## config.mk

```make
export PLATFORM = sky130hd
export DESIGN_NAME = if_fetch
export DESIGN_NICKNAME = d
export VERILOG_FILES = /design/src/rtl/if_fetch.sv
export SDC_FILE = /design/constraint.sdc
export NUM_CORES = 1
export LEC_CHECK = 0
export CAP_MARGIN = 20
export CORE_UTILIZATION = 40
export CTS_CLUSTER_DIAMETER = 120
export DETAILED_ROUTE_END_ITERATION = 8
export MAX_ROUTING_LAYER = met4
export PLACE_DENSITY_LB_ADDON = 0.08
export SKIP_LAST_GASP = 1
export SYNTH_ARGS = -nofsm -noshare
export SYNTH_HDL_FRONTEND = slang
export SYNTH_SLANG_ARGS = --single-unit
```

## constraint.sdc

```tcl
create_clock -name clk -period 3.3 [get_ports clk]
set_input_delay 0.66 -clock clk [delete_from_list [all_inputs] [get_ports clk]]
set_output_delay 0.66 -clock clk [all_outputs]
set_load 0.02 [all_outputs]
```

## src/rtl/if_fetch.sv

```systemverilog
// if_fetch: instruction-fetch front end.
// Holds the fetch PC and issues one outstanding request at a time to
// instruction memory. Returned words go into a 2-entry queue whose head feeds
// the IF/ID register. A redirect flushes the queue and discards any response
// still in flight.
//
// Ports:
//   clk, rst_n          clock, synchronous active-low reset
//   redirect            taken branch/jump this cycle
//   redirect_pc         redirect target (bits [1:0] ignored)
//   pc                  next address to request
//   imem_req/imem_addr  request valid / word-aligned address
//   imem_gnt            request accepted this cycle
//   imem_rvalid/rdata   response valid / instruction word
//   id_valid            queue head valid
//   id_pc/id_instr      PC and instruction of queue head
//   id_ready            decode accepts the head this cycle
module if_fetch #(
   parameter logic [31:0] RESET_PC = 32'h0000_3000
) (
   input  logic        clk,
   input  logic        rst_n,
   input  logic        redirect,
   input  logic [31:0] redirect_pc,
   output logic [31:0] pc,
   output logic        imem_req,
   output logic [31:0] imem_addr,
   input  logic        imem_gnt,
   input  logic        imem_rvalid,
   input  logic [31:0] imem_rdata,
   output logic        id_valid,
   output logic [31:0] id_pc,
   output logic [31:0] id_instr,
   input  logic        id_ready
);

   localparam int unsigned XLEN  = 32;
   localparam int unsigned DEPTH = 2;
   localparam int unsigned CNT_W = 2;

   typedef enum logic [1:0] {
      IDLE = 2'd0,
      REQ  = 2'd1,
      WAIT = 2'd2
   } state_t;

   typedef struct packed {
      logic [XLEN-1:0] pc;
      logic [XLEN-1:0] instr;
   } entry_t;

   state_t           state;
   state_t           state_n;
   logic [XLEN-1:0]  pc_n;
   logic [XLEN-1:0]  req_pc;
   logic [XLEN-1:0]  req_pc_n;
   logic             drop;
   logic             drop_n;
   logic [CNT_W-1:0] count;
   logic [CNT_W-1:0] count_n;
   logic [CNT_W-1:0] occ_next;
   logic             push;
   logic             pop;
   entry_t           head;
   entry_t           tail;
   entry_t           resp;

   // pc is always word aligned, so the address is just the register
   assign imem_addr = pc & ~XLEN'(3);
   assign id_pc     = head.pc;
   assign id_instr  = head.instr;

   // Queue traffic; a redirect suppresses the push of a coincident response
   assign push     = (state == WAIT) && imem_rvalid && !drop && !redirect;
   assign pop      = id_valid && id_ready;
   assign occ_next = count + CNT_W'(push) - CNT_W'(pop);
   assign count_n  = redirect ? '0 : occ_next;
   assign resp     = '{pc: req_pc, instr: imem_rdata};

   // Next-state and next-PC logic; redirect overrides everything else
   always_comb begin
      state_n  = state;
      pc_n     = pc;
      req_pc_n = req_pc;
      drop_n   = drop;

      case (state)
         IDLE: begin
            if (occ_next < CNT_W'(DEPTH)) state_n = REQ;
         end
         REQ: begin
            if (imem_gnt) begin
               req_pc_n = pc;
               pc_n     = pc + XLEN'(4);
               state_n  = WAIT;
            end
         end
         WAIT: begin
            if (imem_rvalid) begin
               if (drop) begin
                  drop_n  = 1'b0;
                  state_n = REQ;
               end else begin
                  state_n = (occ_next < CNT_W'(DEPTH)) ? REQ : IDLE;
               end
            end
         end
         default: state_n = IDLE;
      endcase

      if (redirect) begin
         pc_n = redirect_pc & ~XLEN'(3);
         // A response is still owed by memory: wait for it and throw it away
         if (((state == WAIT) && !imem_rvalid) || ((state == REQ) && imem_gnt)) begin
            drop_n  = 1'b1;
            state_n = WAIT;
         end else begin
            drop_n  = 1'b0;
            state_n = REQ;
         end
      end
   end

   // State, PC and registered outputs
   always_ff @(posedge clk) begin
      if (!rst_n) begin
         state    <= IDLE;
         pc       <= RESET_PC;
         req_pc   <= '0;
         drop     <= 1'b0;
         count    <= '0;
         imem_req <= 1'b0;
         id_valid <= 1'b0;
      end else begin
         state    <= state_n;
         pc       <= pc_n;
         req_pc   <= req_pc_n;
         drop     <= drop_n;
         count    <= count_n;
         imem_req <= (state_n == REQ);
         id_valid <= (count_n != '0);
      end
   end

   // Shift queue: head is always the oldest entry, no bypass from rdata
   always_ff @(posedge clk) begin
      if (!rst_n) begin
         head <= '0;
         tail <= '0;
      end else if (!redirect) begin
         if (pop) begin
            head <= (push && (count == CNT_W'(1))) ? resp : tail;
            if (push && (count == CNT_W'(2))) tail <= resp;
         end else if (push) begin
            if (count == '0) head <= resp;
            else             tail <= resp;
         end
      end
   end

endmodule
```

==> metrics list <==
- Status: completed
* Wire length of the first global-routing pass: 34,900 um
* Share of total power in sequential cells: 48.2%
- Via count normalized by instance count: 5.16
- The final hold violation count came to 0.
- The floorplan step set the die height to 149 um.
- The path class of the tightest hold or removal check is reg2reg.
- The number of global-route vias before repair is 6,691.
- Total Routing Usage GR: 20.1%
* First-pass iteration count of the detailed router: 5
- In this run the static leakage power is 3.69 nW.
- Power spread over the standard cell area amounts to 459 mW/mm^2.
* Antenna cell count: 0
* Max Slew Vio Count: 0
- Buffer levels on the longest clock path: 2
- Final Wtd Congestion: 0.799
- By instance count, the cell type seen most on the critical path is ha_1.
- Initial antenna violation count: 0
- TritonCTS clock tree: done
- The worst register-to-register path ends at imem_req.
- Required time reported for the critical path endpoint: 3.62 ns
- After detailed routing, the total wire length is 21,600 um.
* Master of the slowest instance on the critical path: clkdlybuf4s50_1
- Endpoints failing setup: 0
- Clock tree synthesis found a total of 191 sinks.
- Final #Nets: 1,184
- Wire per inst: 15.5 um
- The floorplan has 53 rows.
- The synthesized design contains 191 register bits.
- After synthesis the cells add up to 0.00869 mm^2.
* Reg2Reg Depth: 9
- Yosys mapped a number of flops with a built-in enable equal to 0.
- Gates resized during post-CTS repair numbered 0.
* Clock latency reported for the late side of the worst-skew pair: 0.42 ns
* Main flop type after synthesis: dfxtp_1
- Cells fill 52.2% of the core in the end.
- Data arrives at the worst endpoint at 2.83 ns.
* Horizontal die dimension: 149 um
- Minimum setup slack in the final design: 0.796 ns
- Number of DRC markers after the initial detailed-route iteration: 403
- The worst path in the final design needs a cycle of 2.50 ns, including I/O delays and setup.
- DRT antenna net count: 0
* Kind of end point of the critical path: flop
- The signal on the critical path passes through clkdlybuf4s50_1 -> nand3_1 -> ha_1 -> inv_1 -> ha_1 -> xnor3_1 -> a21oi_1 -> o31a_1 -> a221oi_1.
- The die covers 0.0223 mm^2.
- Clock tree synthesis selected as its root buffer the cell clkbuf_16.
- Worst setup path startpoint: imem_rvalid
- Core area: 0.0212 mm^2
- For the pin with the worst max-slew slack, the measured transition is 0.733 ns.
* Synthesized area per cell: 8.69 um^2
* Part of the total power dissipated in the clock network: 41.2%
- Yosys printed 0 warnings.
- In the synthesized netlist, the number of instances is 999.
* Upper clock frequency limit: 0.399 GHz
* Reg-to-reg critical path startpoint: state[0]
* Final period util: 75.9%
- The clock arrives with 0.00992 ns of skew.
- Combinational cell fraction of total power: 10.6%
- Worst-path maximum fanout: 5
* Worst slack, placed: 0.370 ns
- In this run the power spent charging and discharging nets is 0.00130 W.
* Fraction of layout instances using a drive strength above 1: 5.16%
* Post-Route Setup TNS: 0 ns
* Max_slew headroom: 51.1%
- Clk slew on worst S/H paths: 0.07 ns
- The H-tree was split into 4 levels.
- After global routing the overflow that remains totals 0.
- Setup repair after global routing left no endpoint under its margin.
- The area growth from synthesis to layout is 27.1%.
- Number of remaining DRC errors: 0
* Maximum number of pins on one net before global-route repair: 125
- Detailed placement HPWL: 13,900 um
- The largest single stage delay on the critical path is 0.62 ns.
- STA classifies the critical path startpoint as a primary input.
- The most critical setup path has its endpoint at imem_req.
- Count of different cell masters after synthesis: 62
- In this run the count of I/O pins placed on the die edge is 200.
- Post-CTS Setup Inserts: 0
- Buffers inserted during clock tree synthesis total 17.
* Internal: 0.00377 W
- Summing over every cut layer, the via total after detailed routing is 7,218.
* Total of max-cap violations: 0
- Overall power consumption: 0.00507 W
- Async set or reset register ratio after synthesis: 0%
* Share of synthesized area occupied by flip-flops and latches: 44.0%
* Max rail drop VDD: 0.283 mV
- Sw Ratio: 25.6%
- Number of hold buffers added after cts: 0
* Setup Crit Path Kind: in2reg
- Port buffering added 191 buffers.
* Worst reg-to-reg setup slack: 0.95 ns
* Initial standard-cell utilization of the core: 41.1%
## cells in the mapped netlist (5+ instances only)
master    number  area, um^2
nand4_1        9        56.3
nand3_1       20         100
a311oi_1       6        52.6
mux2i_1      126        1260
buf_4         45         338
and2_1         5        31.3
or3_1          7        43.8
o21ai_0       84         420
buf_6          8        90.1
xor2_1         7        61.3
nor2b_1        5        31.3
and3_1         5        31.3
and4_1         6        52.6
nand2_1      205         769
nor3_1        11        55.1
clkbuf_1      57         214
a21oi_1       97         485
nor2_1        20        75.1
nor4_1         5        31.3
dfxtp_1      191        3820
## worst min-delay path by stage
| stage | from | to | slack (ns) | cells past startpoint |
|---|---|---|---|---|
| floorplan | tail[0] | tail[0] | 0.43 | 2 |
| global placement | tail[42] | tail[42] | 0.44 | 2 |
| detailed placement | tail[50] | tail[50] | 0.45 | 2 |
| CTS | tail[12] | tail[12] | 0.46 | 2 |
| global route | tail[49] | tail[49] | 0.48 | 2 |
| finish | tail[48] | tail[48] | 0.46 | 2 |
## cell usage in the layout, fill, tap and decap left out, types with 5 or more instances in the layout
master,Yosys,layout
nand2_1,205,205
dfxtp_1,191,191
clkdlybuf4s50_1,0,190
mux2i_1,126,126
a21oi_1,97,97
o21ai_0,84,84
nor2_1,20,20
nand3_1,20,20
clkbuf_16,0,17
nor3_1,11,10
nand4_1,9,9
buf_4,45,8
or3_1,7,7
xor2_1,7,7
and4_1,6,6
a311oi_1,6,6
conb_1,1,6
and3_1,5,5
and2_1,5,5
nor2b_1,5,5
nor4_1,5,5
## power by group through the flow
stage	sequential (W)	clock, W	combinational (W)
2_1_floorplan	0.00251	0	0.000286
3_3_place_gp	0.00250	0	0.000538
3_5_place_dp	0.00250	0	0.000539
4_1_cts	0.00244	0.00215	0.000542
5_1_grt	0.00245	0.00224	0.000584
6_report	0.00244	0.00209	0.000538
## cells by family after synthesis
| kind of cell | Yosys count | share of synthesized area [%] |
|---|---|---|
| AO/OA/AOI/OAI | 219 | 13.8 |
| XOR/XNOR | 10 | 1.17 |
| adder cells (fa/ha/maj) | 4 | 0.576 |
| buffers and inverters | 121 | 8.10 |
| flip-flops | 191 | 44.0 |
| multiplexers | 126 | 14.5 |
| other | 1 | 0.0432 |
| AND/OR/NAND/NOR | 327 | 17.8 |
## per-layer routing
layer  share of wire (%)  wire length [um]  vias to the layer above  GRT usage (%)
li1                    -                 -                     3673              -
met1                  50             10900                     3352           27.7
met2                  44              9480                      182           30.1
met3                 4.8              1040                       11           3.61
met4                0.94               204                        0           5.31
met5                   0                 0                        -              -
## sequential cells by signal, summed over array words and instances, names as in the netlist
| name | count |
|---|---|
| id_valid | 1 |
| id_pc | 30 |
| state | 2 |
| req_pc | 30 |
| tail | 62 |
| drop | 1 |
| pc | 30 |
| count | 2 |
| imem_req | 1 |
| id_instr | 32 |
## stage by stage
step | hold WS [ns] | std cells | cell area, um^2
2_1_floorplan | 0.434 | 1004 | 8700
3_3_place_gp | 0.441 | 1366 | 10400
3_5_place_dp | 0.447 | 1366 | 10400
4_1_cts | 0.458 | 1398 | 11000
5_1_grt | 0.476 | 1398 | 11000
6_report | 0.457 | 1398 | 11000
## critical path, delay by kind of cell
kind            cells  cell delay (ns)
buf+inv             2             0.66
compound gates      3             0.56
fa+ha+maj           2             0.47
xor+xnor            1             0.33
simple gates        1             0.15
## layout make-up
type                    instances  area (um^2)
clock buffers                  19          443
clock inverters                13          153
fillers                      1992        10100
inverters                       5         18.8
multi-input cells             692         4210
flip-flops and latches        191         3820
well taps                     275          344
repair buffers                203         2050
Power figures use the tool's default switching activity.
